--- config.mk ---
export PLATFORM = sky130hd
export DESIGN_NAME = pipe_stage_reg
export DESIGN_NICKNAME = d
export VERILOG_FILES = /design/src/rtl/pipe_stage_reg.sv
export SDC_FILE = /design/constraint.sdc
export NUM_CORES = 1
export LEC_CHECK = 0
export ABC_AREA = 1
export BUFFER_PORTS_ARGS = -buffer_cell sky130_fd_sc_hd__buf_2
export CORE_ASPECT_RATIO = 1.1
export CORE_MARGIN = 1
export CORE_UTILIZATION = 47
export DETAILED_ROUTE_END_ITERATION = 12
export GPL_TIMING_DRIVEN = 0
export PLACE_DENSITY = 0.87
export SETUP_SLACK_MARGIN = 0.5
export SKIP_CTS_REPAIR_TIMING = 1
export SLEW_MARGIN = 30
export SYNTH_ARGS = -nofsm -noshare
export SYNTH_HDL_FRONTEND = slang
export SYNTH_SLANG_ARGS = --single-unit
export TNS_END_PERCENT = 50
--- constraint.sdc ---
create_clock -name Clk -period 1.9 [get_ports Clk]
set_clock_uncertainty 0.2 [all_clocks]
set_input_delay 0.095 -clock Clk [delete_from_list [all_inputs] [get_ports Clk]]
set_output_delay 0.095 -clock Clk [all_outputs]
set_load 0.05 [all_outputs]
--- src/rtl/pipe_stage_reg.sv ---
// -----------------------------------------------------------------------------
// pipe_stage_reg
//
// Generic pipeline stage register placed between two adjacent MIPS stages
// (IF/ID, ID/EX, EX/MEM, MEM/WB). It carries a control bundle, a data bundle
// and a valid bit. The hazard unit can hold the stage (stall) or turn it into
// a bubble (flush). Two saturating debug counters track how often the stage
// was held with a real instruction and how many real instructions were
// squashed.
//
// Valid semantics: out_valid=1 means the stage holds a real instruction. There
// is no ready signal; back-pressure comes only from the hazard unit via stall.
// When out_valid=0 the control bundle is forced to zero, so a bubble can never
// raise a register-file, HI/LO or memory enable downstream.
//
// Ports:
//   Clk         in   1       clock, rising edge
//   Reset       in   1       synchronous, active-high reset
//   in_valid    in   1       upstream stage holds a real instruction
//   in_ctrl     in   CTRL_W  upstream control bundle
//   in_data     in   DATA_W  upstream data bundle
//   stall       in   1       hold the current contents
//   flush       in   1       insert a bubble (overrides stall)
//   cnt_clr     in   1       synchronous clear of both counters
//   out_valid   out  1       stage holds a real instruction
//   out_ctrl    out  CTRL_W  registered control bundle, 0 when out_valid=0
//   out_data    out  DATA_W  registered data bundle
//   stall_cnt   out  CNT_W   cycles held with a valid instruction
//   bubble_cnt  out  CNT_W   bubbles created by flush of a real instruction
//
// All outputs come straight from flops; there is no input-to-output path.
// -----------------------------------------------------------------------------
module pipe_stage_reg #(
  parameter int CTRL_W              = 16,
  parameter int DATA_W              = 96,
  parameter bit CLEAR_DATA_ON_FLUSH = 1'b0,
  parameter int CNT_W               = 16
) (
  input  logic              Clk,
  input  logic              Reset,
  input  logic              in_valid,
  input  logic [CTRL_W-1:0] in_ctrl,
  input  logic [DATA_W-1:0] in_data,
  input  logic              stall,
  input  logic              flush,
  input  logic              cnt_clr,
  output logic              out_valid,
  output logic [CTRL_W-1:0] out_ctrl,
  output logic [DATA_W-1:0] out_data,
  output logic [CNT_W-1:0]  stall_cnt,
  output logic [CNT_W-1:0]  bubble_cnt
);

  localparam logic [CNT_W-1:0] CNT_MAX = '1;

  logic              r_valid;
  logic [CTRL_W-1:0] r_ctrl;
  logic [DATA_W-1:0] r_data;
  logic [CNT_W-1:0]  r_stall_cnt;
  logic [CNT_W-1:0]  r_bubble_cnt;

  logic              w_stall_inc;
  logic              w_bubble_inc;

  // A stall only counts when it actually holds a real instruction; flush wins
  // over stall, so a combined stall+flush edge counts as a bubble only.
  assign w_stall_inc  = stall & ~flush & r_valid;
  // A flush only counts when it squashes something real: either the held
  // instruction or the one that would have been loaded on this edge.
  assign w_bubble_inc = flush & (r_valid | in_valid);

  // Stage contents: Reset > flush > stall > load.
  always_ff @(posedge Clk) begin
    if (Reset) begin
      r_valid <= 1'b0;
      r_ctrl  <= '0;
      r_data  <= '0;
    end else if (flush) begin
      r_valid <= 1'b0;
      r_ctrl  <= '0;
      if (CLEAR_DATA_ON_FLUSH) begin
        r_data <= '0;
      end
    end else if (!stall) begin
      r_valid <= in_valid;
      r_ctrl  <= in_valid ? in_ctrl : '0;
      r_data  <= in_data;
    end
  end

  // Debug counters: Reset > cnt_clr > saturating increment.
  always_ff @(posedge Clk) begin
    if (Reset) begin
      r_stall_cnt  <= '0;
      r_bubble_cnt <= '0;
    end else if (cnt_clr) begin
      r_stall_cnt  <= '0;
      r_bubble_cnt <= '0;
    end else begin
      if (w_stall_inc && (r_stall_cnt != CNT_MAX)) begin
        r_stall_cnt <= r_stall_cnt + 1'b1;
      end
      if (w_bubble_inc && (r_bubble_cnt != CNT_MAX)) begin
        r_bubble_cnt <= r_bubble_cnt + 1'b1;
      end
    end
  end

  assign out_valid  = r_valid;
  assign out_ctrl   = r_ctrl;
  assign out_data   = r_data;
  assign stall_cnt  = r_stall_cnt;
  assign bubble_cnt = r_bubble_cnt;

endmodule

* Yosys cells after proc, flatten, opt, wreduce, memory -nomap -nowiden *
Index checks and enable logic that the tools add are counted.

operators by class
  $add $sub $neg = 2
  equality and inequality tests = 2
  multiplexer cells = 1
  bitwise gates (word level) = 6
  reductions and logical operators = 5

operators by type and width
  operator               count
  $add 16x1->16 const B  2
  $ne 16x16->1 const B   2
  $mux 16                1
  $reduce_or 2->1        2
  $and 1x1->1            3
  $logic_and 1x1->1      2
  $not 1->1              2
  $reduce_and 2->1       1
  $or 1x1->1             1

storage, ports and cells
  bits in registers = 145
  input port bits = 118
  output and inout port bits = 145
  word-level logic and storage cells = 21

* Depth between registers and ports, before layout *
Gate-level depths: netlist of the first run.

  depth in word-level cells = 4
  mapped depth = 10
  depth with buffers taken out = 10

* Worst setup path after synthesis of the first run *
No wires, ideal clock.

  path kind = reg2reg
  from = register r_stall_cnt[0] (netlist: stall_cnt[0])
  to = register r_stall_cnt[7] (netlist: stall_cnt[7])
  setup time = 117 ps
  arrival time = 1674 ps
  data required time = 1583 ps
  slack = -91 ps
  cell stages (with the launch flop) = 8
  buffers on the path = 1
  clock period less this slack = 1991 ps
  cell sequence = dfxtp_1 > ha_1 > inv_1 > nor2_1 > nand4_1 > buf_2 > a21oi_1 > nor2_1

on the way
  cells in the longest elaborated chain, start to end = 2
  elaborated cells between the ends (all ways) = 3
  those cells by class = add/sub: 1; eq/ne: 1; reduce/logical: 1

RTL lines
  element                                                line  text
  start, declared                                        59    logic [CNT_W-1:0] r_stall_cnt;
  start signal, assigned                                 101   r_stall_cnt <= r_stall_cnt + 1'b1;
  branches (longest 2 deep; another with $add 16x1->16)  --

Several ways; the timed one is not identified.
A chain may end at the register's enable or synchronous reset.

* Final worst setup path of the first run *
  from = register r_stall_cnt[10] (netlist: stall_cnt[10])
  to = register r_stall_cnt[4] (netlist: stall_cnt[4])

on the way
  cells in the longest elaborated chain, start to end = 2

RTL lines
  element            line  text
  $ne 16x16->1       100   if (w_stall_inc && (r_stall_cnt != CNT_MAX)) begin
  $logic_and 1x1->1  100

No other way between the ends.

==> impl_results.html, run 1 <==
<table>
<tr><th>Metric</th><th>Value</th></tr>
<tr><th colspan="2">Status</th></tr>
<tr><td>Status</td><td>finished with violations</td></tr>
<tr><td>Violated checks</td><td>design-rule violations, negative hold slack</td></tr>
<tr><th colspan="2">Power</th></tr>
<tr><td>Power density relative to cell area</td><td>between 800 and 900 nW/um^2</td></tr>
<tr><td>Static leakage</td><td>about 4.6 nW</td></tr>
<tr><td>Total power</td><td>7.990 mW</td></tr>
<tr><td>Worst-case vdd ir drop</td><td>slightly below 800 uV</td></tr>
<tr><th colspan="2">Logic synthesis</th></tr>
<tr><td>Async S/R FF share, synth</td><td>0%</td></tr>
<tr><td>Number of enable-type register cells in the synthesized netlist</td><td>0</td></tr>
<tr><td>Synth unique cells</td><td>24</td></tr>
<tr><td>Synthesized-area fraction occupied by and/or/nand/nor cells</td><td>31.93%</td></tr>
<tr><td>Post-Syn Instances</td><td>810</td></tr>
<tr><td>Commonest cells in the synthesized netlist</td><td>nor2_1 (276), dfxtp_1 (145), nand2_1 (126)</td></tr>
<tr><td>Fraction of synthesized cell area in xor and xnor cells</td><td>less than 1%</td></tr>
<tr><td>Cell types occupying the most area after synthesis</td><td>dfxtp_1 (50%), nor2_1 (18%), nand2_1 (8.2%)</td></tr>
<tr><td>Combinational family with the most area after synthesis</td><td>simple AND/OR/NAND/NOR gates</td></tr>
<tr><td>Cell type with the highest aggregate area in the netlist</td><td>dfxtp_1</td></tr>
<tr><td>Mean Syn Cell Area</td><td>slightly above 7 um^2</td></tr>
<tr><td>Net count after synthesis</td><td>slightly above 900</td></tr>
<tr><td>Most common cell in the synthesized netlist</td><td>nor2_1</td></tr>
<tr><td>Top-area cell type share of the netlist area</td><td>50.29%</td></tr>
<tr><td>Fraction of synthesized area in multiplexers</td><td>0%</td></tr>
<tr><td>Part of the Yosys area used for sequential elements</td><td>about half</td></tr>
<tr><td>Yosys Warn Count</td><td>0</td></tr>
<tr><td>Main flop type after synthesis</td><td>dfxtp_1</td></tr>
<tr><td>Adder-cell share of the synthesized area</td><td>less than 1%</td></tr>
<tr><td>Compound-Gate Fraction of Synth Area</td><td>between 10% and 20%</td></tr>
<tr><td>Mapped Area</td><td>slightly below 6000 um^2</td></tr>
<tr><td>FF+latch count, synth</td><td>around 150</td></tr>
<tr><th colspan="2">Timing</th></tr>
<tr><td>Final-layout setup total negative slack</td><td>0 ps</td></tr>
<tr><td>Slew Limit Fails</td><td>0</td></tr>
<tr><td>Shortest clock period the worst path allows after layout</td><td>~1600 ps</td></tr>
<tr><td>Fmax achieved</td><td>between 0.6 and 0.7 GHz</td></tr>
<tr><td>Number of hold violations in the final report</td><td>19</td></tr>
<tr><td>Max transition margin</td><td>64.82%</td></tr>
<tr><td>Worst-margin pin slew</td><td>roughly 530 ps</td></tr>
<tr><td>Ratio of final minimum period to clock period</td><td>between 80% and 90%</td></tr>
<tr><td>Worst hold margin</td><td>-94.33 ps</td></tr>
<tr><td>Setup-failing EPs final</td><td>0</td></tr>
<tr><td>RSZ-0062 raised after global routing</td><td>yes</td></tr>
<tr><td>Final WS setup</td><td>around 250 ps</td></tr>
<tr><th colspan="2">Worst setup path</th></tr>
<tr><td>Crit path max-delay cell type</td><td>dfxtp_4</td></tr>
<tr><td>Critical Path Start Type</td><td>register</td></tr>
<tr><td>Critical Path RT</td><td>between 2000 and 2500 ps</td></tr>
<tr><td>Largest incremental delay on the critical path</td><td>~380 ps</td></tr>
<tr><td>Largest fanout on the critical path</td><td>5</td></tr>
<tr><td>Library cell appearing most often on the critical path</td><td>nor2_1</td></tr>
<tr><td>Ordered cell list for the critical path</td><td>nand2_1 &gt; nor2_1 &gt; nand4_1 &gt; buf_6 &gt; a21oi_2 &gt; nor2_1</td></tr>
<tr><td>Crit path max-delay family</td><td>simple AND/OR/NAND/NOR gates</td></tr>
<tr><td>Critical Path AT</td><td>between 1500 and 2000 ps</td></tr>
<tr><td>Critical setup path kind</td><td>register to register</td></tr>
<tr><td>Number of buffer and inverter instances along the worst setup path</td><td>1</td></tr>
<tr><td>CP endpoint kind</td><td>register</td></tr>
<tr><th colspan="2">Clock tree</th></tr>
<tr><td>Maximum root-to-sink buffer count</td><td>2</td></tr>
<tr><td>Number of buffers added by the clock tree synthesis step</td><td>17</td></tr>
<tr><td>Clock tree from TritonCTS</td><td>built</td></tr>
<tr><td>Count of clock tree sinks</td><td>145</td></tr>
<tr><td>Clock edge transition at the registers on the reported setup and hold paths</td><td>60 ps</td></tr>
<tr><td>Number of H-tree levels</td><td>4</td></tr>
<tr><td>Clock latency of the later-clocked register in the worst-skew pair</td><td>approximately 420 ps</td></tr>
<tr><td>Library cell used as clock root buffer</td><td>clkbuf_16</td></tr>
<tr><th colspan="2">Placement</th></tr>
<tr><td>Post-DP HPWL</td><td>between 10,000 and 15,000 um</td></tr>
<tr><td>Post-detailed-placement cell area</td><td>around 7500 um^2</td></tr>
<tr><td>Post-placement cell count</td><td>1,226</td></tr>
<tr><td>Worst slack at placement</td><td>around 230 ps</td></tr>
<tr><td>Number of port buffers</td><td>approximately 260</td></tr>
<tr><td>Routability congestion estimate from global placement</td><td>approximately 0.93</td></tr>
<tr><th colspan="2">Hold path</th></tr>
<tr><td>Worst Hold Class</td><td>input port to register</td></tr>
<tr><th colspan="2">Layout</th></tr>
<tr><td>Fraction of layout cells with a size suffix above 1</td><td>between 30% and 40%</td></tr>
<tr><td>Final layout net count</td><td>~1,300</td></tr>
<tr><td>P&amp;R area growth vs syn</td><td>65.51%</td></tr>
<tr><td>Utilization after layout</td><td>roughly 80%</td></tr>
<tr><td>Final design area excluding fillers</td><td>about 9600 um^2</td></tr>
<tr><td>Fill cell count</td><td>between 600 and 700</td></tr>
<tr><td>Number of standard cells in the layout, taps in and fillers out</td><td>about 1,400</td></tr>
<tr><th colspan="2">Drt</th></tr>
<tr><td>Drt wl/cell</td><td>around 18 um</td></tr>
<tr><td>Detail Route Antenna Nets</td><td>0</td></tr>
<tr><td>Vias per Instance</td><td>5.506</td></tr>
<tr><td>Number of search-and-repair iterations in the first detailed-routing pass</td><td>11</td></tr>
<tr><td>Routed WL</td><td>between 20,000 and 25,000 um</td></tr>
<tr><td>Total number of vias</td><td>between 7,000 and 8,000</td></tr>
<tr><td>Number of design-rule violations left by the first detailed-router iteration</td><td>roughly 800</td></tr>
<tr><td>DRC Markers</td><td>1</td></tr>
<tr><th colspan="2">Run</th></tr>
<tr><td>Max capacitance violation total</td><td>0</td></tr>
<tr><th colspan="2">GRT</th></tr>
<tr><td>Number of global-route vias before repair</td><td>approximately 6,000</td></tr>
<tr><td>Total global routing overflow</td><td>0</td></tr>
<tr><td>Tot GR Track Use</td><td>27.30%</td></tr>
<tr><td>Largest net degree at the start of global routing</td><td>17</td></tr>
<tr><td>Wire length of the first global-routing pass</td><td>roughly 27,000 um</td></tr>
<tr><td>Antenna violations before repair</td><td>1</td></tr>
<tr><th colspan="2">Die</th></tr>
<tr><td>I/O pin count</td><td>between 200 and 300</td></tr>
<tr><td>Core Rows</td><td>42</td></tr>
<tr><td>Die W</td><td>between 100 and 150 um</td></tr>
<tr><td>Total core area</td><td>roughly 12,000 um^2</td></tr>
<tr><td>Starting density of the core</td><td>about half</td></tr>
<tr><td>Height of the chip</td><td>between 100 and 150 um</td></tr>
<tr><td>Die outline area</td><td>between 10,000 and 15,000 um^2</td></tr>
</table>
==> power by group <==
group	leakage (nW)	internal [mW]	total, mW	switching (mW)
clock network	0.283	2.01	3.31	1.30
logic	3.06	0.456	1.44	0.981
registers	1.21	3.15	3.24	0.0952
total	4.55	5.62	7.99	2.37
==> path summary, 6_finish.rpt <==
path	cells past startpoint	slack [ps]	end	startpoint
setup reg to reg	6	250	stall_cnt[4]	stall_cnt[10]
setup / recovery	6	250	stall_cnt[4]	stall_cnt[10]
hold reg to reg	2	270	out_ctrl[9]	out_ctrl[9]
hold / removal	4	-90	stall_cnt[1]	flush
==> state kept, by name, summed over array words and instances, names as in the netlist <==
signal / flops
stall_cnt: 16
out_data: 96
out_ctrl: 16
bubble_cnt: 16
out_valid: 1
==> cell usage in the layout (no fill, tap or decap), types with 11 or more instances in the layout <==
cell type	netlist	routed
dlygate4sd3_1	0	121
inv_1	30	24
nand2_1	126	115
nand3_1	28	21
nor2_2	6	12
dfxtp_4	0	31
nand2_2	2	12
o21ai_0	91	91
dfxtp_1	145	112
nor2_1	276	265
clkbuf_1	25	30
a21oi_1	37	24
buf_4	0	11
clkbuf_16	0	18
a21oi_2	0	13
buf_2	12	273
==> worst min-delay path: stages <==
cell	delay, ps
buf_2	160
nor2_4	80
nand3_1	70
a21boi_0	70
==> layer usage <==
metal  vias to the layer above  global-route usage (%)  routed length, um
met2                       578                   45.35              12060
met4                         0                   14.47               1821
li1                       3405                       -                  -
met5                         -                       0                  0
met3                       187                   8.991               2249
met1                      3506                   30.67               8834
==> final cells by class <==
| class | instances | area, um^2 | share of cell area, % |
|---|---|---|---|
| Multi-Input combinational cell | 594 | 2815 | 29.47 |
| Timing Repair Buffer | 396 | 2628 | 27.50 |
| Clock inverter | 4 | 46.29 | 0.4846 |
| Antenna cell | 1 | 2.502 | 0.02620 |
| Tap cell | 154 | 192.7 | 2.017 |
| Sequential cell | 145 | 3022 | 31.63 |
| Buffer | 39 | 182.7 | 1.912 |
| Inverter | 34 | 140.1 | 1.467 |
| Clock buffer | 27 | 524.3 | 5.488 |
==> cell families (layout without fill, tap and decap cells) <==
kind of cell / Yosys count / count (layout)
flops: 145 / 145
simple gates: 452 / 454
xor+xnor: 1 / 1
compound gates: 137 / 137
fa+ha+maj: 2 / 2
buf+inv: 73 / 500
other cells: 0 / 1
Power figures use the tool's default switching activity.
==> run 2: changes to the inputs <==
- CORE_ASPECT_RATIO: 1.1 -> unset
==> impl_results.html, run 2 (synthesized netlist as in run 1, its figures left out) <==
<table>
<tr><th>Metric</th><th>Value</th></tr>
<tr><th colspan="2">Status</th></tr>
<tr><td>Status</td><td>finished with violations</td></tr>
<tr><td>Violated checks</td><td>negative hold slack</td></tr>
<tr><th colspan="2">GRT</th></tr>
<tr><td>Tot GR Track Use</td><td>27.61%</td></tr>
<tr><td>Total global routing overflow</td><td>0</td></tr>
<tr><td>Largest net degree at the start of global routing</td><td>17</td></tr>
<tr><td>Wire length of the first global-routing pass</td><td>approximately 28,000 um</td></tr>
<tr><td>Number of global-route vias before repair</td><td>~6,000</td></tr>
<tr><td>Antenna violations before repair</td><td>0</td></tr>
<tr><th colspan="2">Worst setup path</th></tr>
<tr><td>Crit path max-delay family</td><td>flip-flops</td></tr>
<tr><td>Critical setup path kind</td><td>register to register</td></tr>
<tr><td>Critical Path AT</td><td>between 1500 and 2000 ps</td></tr>
<tr><td>Number of buffer and inverter instances along the worst setup path</td><td>2</td></tr>
<tr><td>Critical Path Start Type</td><td>register</td></tr>
<tr><td>Ordered cell list for the critical path</td><td>ha_4 &gt; inv_4 &gt; nor2_2 &gt; nand4_1 &gt; buf_6 &gt; a21oi_2 &gt; nor2_1</td></tr>
<tr><td>Critical Path RT</td><td>2020 ps</td></tr>
<tr><td>Crit path max-delay cell type</td><td>dfxtp_4</td></tr>
<tr><td>CP endpoint kind</td><td>register</td></tr>
<tr><td>Beginning of the critical path</td><td>stall_cnt[0]</td></tr>
<tr><td>R2r worst-path depth</td><td>7</td></tr>
<tr><td>Reg-to-reg startpoint</td><td>stall_cnt[0]</td></tr>
<tr><td>Reg2Reg Setup Slack</td><td>210 ps</td></tr>
<tr><td>Largest fanout on the critical path</td><td>6</td></tr>
<tr><td>Largest incremental delay on the critical path</td><td>~400 ps</td></tr>
<tr><td>Worst R2R End</td><td>stall_cnt[4]</td></tr>
<tr><th colspan="2">Die</th></tr>
<tr><td>Die W</td><td>112.8 um</td></tr>
<tr><td>Starting density of the core</td><td>~48%</td></tr>
<tr><td>Height of the chip</td><td>between 100 and 150 um</td></tr>
<tr><td>Core Rows</td><td>40</td></tr>
<tr><td>Die outline area</td><td>~13,000 um^2</td></tr>
<tr><td>I/O pin count</td><td>around 260</td></tr>
<tr><td>Total core area</td><td>about 12,000 um^2</td></tr>
<tr><th colspan="2">Drt</th></tr>
<tr><td>Number of design-rule violations left by the first detailed-router iteration</td><td>between 800 and 900</td></tr>
<tr><td>Routed WL</td><td>between 20,000 and 25,000 um</td></tr>
<tr><td>DRC Markers</td><td>0</td></tr>
<tr><td>Detailed route wirelength on metal3</td><td>~2200 um</td></tr>
<tr><td>Detail Route Antenna Nets</td><td>0</td></tr>
<tr><td>Number of search-and-repair iterations in the first detailed-routing pass</td><td>6</td></tr>
<tr><td>Vias per Instance</td><td>5.480</td></tr>
<tr><td>Drt wl/cell</td><td>between 15 and 20 um</td></tr>
<tr><td>Highest routed layer</td><td>met4</td></tr>
<tr><td>Total number of vias</td><td>~7,600</td></tr>
<tr><td>DRT met1 WL</td><td>a little under 9000 um</td></tr>
<tr><td>Routed wl met2</td><td>11,950 um</td></tr>
<tr><th colspan="2">Run</th></tr>
<tr><td>Max capacitance violation total</td><td>0</td></tr>
<tr><th colspan="2">Clock tree</th></tr>
<tr><td>Number of buffers added by the clock tree synthesis step</td><td>17</td></tr>
<tr><td>Count of clock tree sinks</td><td>about 150</td></tr>
<tr><td>Library cell used as clock root buffer</td><td>clkbuf_16</td></tr>
<tr><td>Clock tree from TritonCTS</td><td>built</td></tr>
<tr><td>Clock edge transition at the registers on the reported setup and hold paths</td><td>60 ps</td></tr>
<tr><td>Clock latency of the later-clocked register in the worst-skew pair</td><td>roughly 420 ps</td></tr>
<tr><td>Maximum root-to-sink buffer count</td><td>2</td></tr>
<tr><td>Number of H-tree levels</td><td>4</td></tr>
<tr><th colspan="2">Layout</th></tr>
<tr><td>Highest-count cells in the layout ignoring fill and taps</td><td>buf_2 (273), nor2_1 (260), dlygate4sd3_1 (125)</td></tr>
<tr><td>Final layout net count</td><td>between 1,000 and 1,500</td></tr>
<tr><td>Antenna diodes</td><td>0</td></tr>
<tr><td>Final design area excluding fillers</td><td>about 9700 um^2</td></tr>
<tr><td>Fraction of layout cells with a size suffix above 1</td><td>a little over a third</td></tr>
<tr><td>Number of flip-flops under the largest register name</td><td>96</td></tr>
<tr><td>P&amp;R area growth vs syn</td><td>67.22%</td></tr>
<tr><td>Most common cell after layout, fill and taps aside</td><td>buf_2</td></tr>
<tr><td>Multi-input combinational cell area</td><td>about 2900 um^2</td></tr>
<tr><td>Fill cell count</td><td>636</td></tr>
<tr><td>Area occupied by registers</td><td>between 3000 and 4000 um^2</td></tr>
<tr><th colspan="2">Power</th></tr>
<tr><td>Worst-case vdd ir drop</td><td>737.6 uV</td></tr>
<tr><td>Static leakage</td><td>~4.6 nW</td></tr>
<tr><td>Power density relative to cell area</td><td>a little over 800 nW/um^2</td></tr>
<tr><th colspan="2">Hold path</th></tr>
<tr><td>Hold endpoint</td><td>out_ctrl[0]</td></tr>
<tr><td>Hold Crit Start</td><td>stall</td></tr>
<tr><td>Worst Hold Class</td><td>input port to register</td></tr>
<tr><td>Worst hold path depth</td><td>4</td></tr>
<tr><th colspan="2">Timing</th></tr>
<tr><td>Ratio of final minimum period to clock period</td><td>~89%</td></tr>
<tr><td>Worst hold margin</td><td>-76.33 ps</td></tr>
<tr><td>Setup-failing EPs final</td><td>0</td></tr>
<tr><td>Worst-margin pin slew</td><td>approximately 630 ps</td></tr>
<tr><td>Number of hold violations in the final report</td><td>15</td></tr>
<tr><td>Slew Limit Fails</td><td>0</td></tr>
<tr><td>Final-layout setup total negative slack</td><td>0 ps</td></tr>
<tr><td>RSZ-0062 raised after global routing</td><td>yes</td></tr>
<tr><td>Fmax achieved</td><td>~0.59 GHz</td></tr>
<tr><td>Max transition margin</td><td>57.75%</td></tr>
<tr><td>Shortest clock period the worst path allows after layout</td><td>1688 ps</td></tr>
<tr><th colspan="2">Placement</th></tr>
<tr><td>Routability congestion estimate from global placement</td><td>approximately 0.93</td></tr>
<tr><td>Number of port buffers</td><td>about 260</td></tr>
<tr><td>Post-DP HPWL</td><td>between 10,000 and 15,000 um</td></tr>
<tr><td>Post-detailed-placement cell area</td><td>about 7500 um^2</td></tr>
</table>
run 2: cell count changes in the layout (fill, tap and decap cells not counted), moves of 2 or more:
cell,delta
a21oi_1,+2
a21oi_2,-2
clkbuf_1,-3
clkbuf_8,-4
clkinvlp_4,+3
dlygate4sd3_1,+4
inv_4,+2
nand2_1,-2
nand2_4,+2
nand3_1,-3
nand3_2,+3
nor2_1,-5
nor2_2,+2
nor2_4,+3
run 2: worst max path at each step:
stage	slack, ps	endpoint	depth (start not counted)
global route	130	stall_cnt[2]	9
finish	210	stall_cnt[4]	7
detailed placement	250	out_data[49]	6
floorplan	360	stall_cnt[7]	7
global placement	300	stall_cnt[9]	8
CTS	310	stall_cnt[9]	8
run 2: cell type report:
type,instances,share of cell area [%]
flip-flops and latches,145,31.31
repair buffers,400,27.73
inverters,34,1.452
well taps,147,1.906
clock buffers,21,5.004
plain buffers,39,1.893
multi-input cells,594,29.69
clock inverters,11,1.024
run 2: worst reg2reg max path: cells and delay by family, from the launching register on:
family	cells	cell delay [ps]
DFF	1	400
and+or+nand+nor	3	390
buffers and inverters	2	300
adders and majority gates	1	160
AOI/OAI and AO/OA	1	130
run 2: stage by stage:
| stage | power (mW) | util [%] | worst slack [ps] | instances | hold WS (ps) |
|---|---|---|---|---|---|
| floorplan | 4.060 | - | 356.1 | 810 | 29.90 |
| global placement | 4.406 | 62.70 | 295.8 | 1219 | 115.7 |
| detailed placement | 4.426 | 62.70 | 250.7 | 1219 | 122.2 |
| CTS | 7.683 | 67.54 | 309.2 | 1251 | -325.7 |
| global route | 8.197 | 80.35 | 133.8 | 1391 | -66.06 |
| finish | 7.984 | 80.35 | 212.4 | 1391 | -76.33 |
run 2: per-layer routing:
metal,GRT usage (%),vias up
li1,-,3420
met1,31.68,3495
met2,47.20,557
met3,6.802,150
met4,15.38,0
met5,0,-
run 2: power breakdown:
| group | switching, mW | internal [mW] | leakage [nW] |
|---|---|---|---|
| combinational | 0.964 | 0.463 | 3.08 |
| clock | 1.36 | 1.96 | 0.281 |
| sequential | 0.0883 | 3.15 | 1.21 |
==> run 3: changes to the inputs <==
- CORE_UTILIZATION: 47 -> 50
- PLACE_DENSITY: 0.87 -> 0.92
- clock period: 1.9 -> 2.1 ns (I/O delays scaled with it)
==> impl_results.html, run 3 (synthesized netlist as in run 1, its figures left out) <==
<table>
<tr><th>Metric</th><th>Value</th></tr>
<tr><th colspan="2">Status</th></tr>
<tr><td>Status</td><td>finished with violations</td></tr>
<tr><td>Violated checks</td><td>negative hold slack</td></tr>
<tr><th colspan="2">Clock tree</th></tr>
<tr><td>Number of buffers added by the clock tree synthesis step</td><td>17</td></tr>
<tr><td>Clock tree from TritonCTS</td><td>built</td></tr>
<tr><td>Number of H-tree levels</td><td>4</td></tr>
<tr><td>Maximum root-to-sink buffer count</td><td>2</td></tr>
<tr><td>Clock latency of the later-clocked register in the worst-skew pair</td><td>420 ps</td></tr>
<tr><td>Library cell used as clock root buffer</td><td>clkbuf_16</td></tr>
<tr><td>Count of clock tree sinks</td><td>145</td></tr>
<tr><td>Clock edge transition at the registers on the reported setup and hold paths</td><td>60 ps</td></tr>
<tr><th colspan="2">Timing</th></tr>
<tr><td>Final-layout setup total negative slack</td><td>0 ps</td></tr>
<tr><td>Number of hold violations in the final report</td><td>16</td></tr>
<tr><td>Shortest clock period the worst path allows after layout</td><td>1681 ps</td></tr>
<tr><td>Worst-margin pin slew</td><td>555.9 ps</td></tr>
<tr><td>Setup-failing EPs final</td><td>0</td></tr>
<tr><td>RSZ-0062 raised after global routing</td><td>yes</td></tr>
<tr><td>Ratio of final minimum period to clock period</td><td>roughly four fifths</td></tr>
<tr><td>Worst hold margin</td><td>-20.70 ps</td></tr>
<tr><td>Max transition margin</td><td>62.94%</td></tr>
<tr><td>Fmax achieved</td><td>between 0.5 and 0.6 GHz</td></tr>
<tr><td>Slew Limit Fails</td><td>0</td></tr>
<tr><th colspan="2">Worst setup path</th></tr>
<tr><td>Largest fanout on the critical path</td><td>5</td></tr>
<tr><td>Critical Path RT</td><td>roughly 2200 ps</td></tr>
<tr><td>CP endpoint kind</td><td>register</td></tr>
<tr><td>Critical Path Start Type</td><td>register</td></tr>
<tr><td>Critical Path AT</td><td>between 1500 and 2000 ps</td></tr>
<tr><td>Critical setup path kind</td><td>register to register</td></tr>
<tr><th colspan="2">Placement</th></tr>
<tr><td>Number of port buffers</td><td>around 260</td></tr>
<tr><td>Routability congestion estimate from global placement</td><td>0.9530</td></tr>
<tr><td>Post-detailed-placement cell area</td><td>around 7400 um^2</td></tr>
<tr><td>Post-DP HPWL</td><td>about 13,000 um</td></tr>
<tr><td>Post-placement cell count</td><td>about 1,200</td></tr>
<tr><th colspan="2">Drt</th></tr>
<tr><td>Detail Route Antenna Nets</td><td>0</td></tr>
<tr><td>Total number of vias</td><td>just under 8,000</td></tr>
<tr><td>Drt wl/cell</td><td>18.17 um</td></tr>
<tr><td>Routed WL</td><td>between 20,000 and 25,000 um</td></tr>
<tr><td>Vias per Instance</td><td>between 5 and 6</td></tr>
<tr><td>Number of search-and-repair iterations in the first detailed-routing pass</td><td>8</td></tr>
<tr><td>Number of design-rule violations left by the first detailed-router iteration</td><td>a little over 900</td></tr>
<tr><td>DRC Markers</td><td>0</td></tr>
<tr><th colspan="2">Layout</th></tr>
<tr><td>Number of flip-flops under the largest register name</td><td>96</td></tr>
<tr><td>Fraction of layout cells with a size suffix above 1</td><td>31.36%</td></tr>
<tr><td>Final layout net count</td><td>1,338</td></tr>
<tr><td>Final design area excluding fillers</td><td>between 9000 and 10,000 um^2</td></tr>
<tr><td>Most common cell after layout, fill and taps aside</td><td>buf_2</td></tr>
<tr><td>P&amp;R area growth vs syn</td><td>60.44%</td></tr>
<tr><td>Multi-input combinational cell area</td><td>around 2700 um^2</td></tr>
<tr><td>Area occupied by registers</td><td>around 3000 um^2</td></tr>
<tr><td>Highest-count cells in the layout ignoring fill and taps</td><td>buf_2 (273), nor2_1 (272), nand2_1 (125)</td></tr>
<tr><td>Antenna diodes</td><td>0</td></tr>
<tr><td>Fill cell count</td><td>between 500 and 600</td></tr>
<tr><td>Number of standard cells in the layout, taps in and fillers out</td><td>~1,400</td></tr>
<tr><th colspan="2">GRT</th></tr>
<tr><td>Number of global-route vias before repair</td><td>just under 6,000</td></tr>
<tr><td>Tot GR Track Use</td><td>a little under 30%</td></tr>
<tr><td>Largest net degree at the start of global routing</td><td>17</td></tr>
<tr><td>Total global routing overflow</td><td>0</td></tr>
<tr><td>Antenna violations before repair</td><td>0</td></tr>
<tr><td>Wire length of the first global-routing pass</td><td>between 20,000 and 30,000 um</td></tr>
<tr><th colspan="2">Die</th></tr>
<tr><td>Total core area</td><td>approximately 11,000 um^2</td></tr>
<tr><td>Starting density of the core</td><td>52.33%</td></tr>
<tr><td>Die W</td><td>between 100 and 150 um</td></tr>
<tr><td>Height of the chip</td><td>109.4 um</td></tr>
<tr><td>Core Rows</td><td>38</td></tr>
<tr><td>Die outline area</td><td>11,980 um^2</td></tr>
<tr><td>I/O pin count</td><td>approximately 260</td></tr>
<tr><th colspan="2">Hold path</th></tr>
<tr><td>Worst Hold Class</td><td>input port to register</td></tr>
<tr><th colspan="2">Run</th></tr>
<tr><td>Max capacitance violation total</td><td>0</td></tr>
<tr><th colspan="2">Power</th></tr>
<tr><td>Power density relative to cell area</td><td>781.7 nW/um^2</td></tr>
<tr><td>Static leakage</td><td>4.514 nW</td></tr>
<tr><td>Worst-case vdd ir drop</td><td>~590 uV</td></tr>
</table>
run 3: worst max-delay path, stage by stage (launching register included):
cell and delay, ps:
dfxtp_4 370, ha_4 150, inv_4 50, nor2_2 70, nand4_1 280, buf_6 260
a21oi_2 120, nor2_1 60
run 3: through the flow:
| step | utilization (%) | power [mW] | hold slack (ps) | worst slack [ps] |
|---|---|---|---|---|
| after global routing | 83.95 | 7.402 | 11.67 | 353.3 |
| after floorplan | - | 3.695 | 39.90 | 501.5 |
| after global placement | 66.71 | 4.004 | 125.4 | 454.3 |
| final | 83.95 | 7.239 | -20.70 | 418.9 |
| after CTS | 71.94 | 6.930 | -301.3 | 395.5 |
| after detailed placement | 66.71 | 4.025 | 129.2 | 449.9 |
run 3: area by class of cell:
type / instances / area share, %
well taps: 140 / 1.892
clock buffers: 19 / 4.891
multi-input cells: 593 / 28.73
plain buffers: 39 / 1.973
clock inverters: 13 / 1.338
flip-flops and latches: 145 / 32.06
repair buffers: 388 / 27.71
inverters: 34 / 1.405
run 3: final timing paths:
kind           startpoint       endpoint  slack [ps]  depth (start not counted)
max          stall_cnt[1]  stall_cnt[13]         420                          7
max reg2reg  stall_cnt[1]  stall_cnt[13]         420                          7
min reg2reg  out_ctrl[15]   out_ctrl[15]         270                          2
min               cnt_clr   stall_cnt[7]         -20                          5
run 3: metal layers:
layer  track usage, %  share of wire, %  vias up
met2            50.36                47      691
met1            32.44                34     3470
li1                 -                 -     3383
met3            7.113                10      231
met4            15.81               8.5        0
met5                0                 0        -
run 3: report_power, final:
part	switching, mW	internal, mW
Combinational	0.895	0.411
Clock	1.26	1.71
Sequential	0.0868	2.87
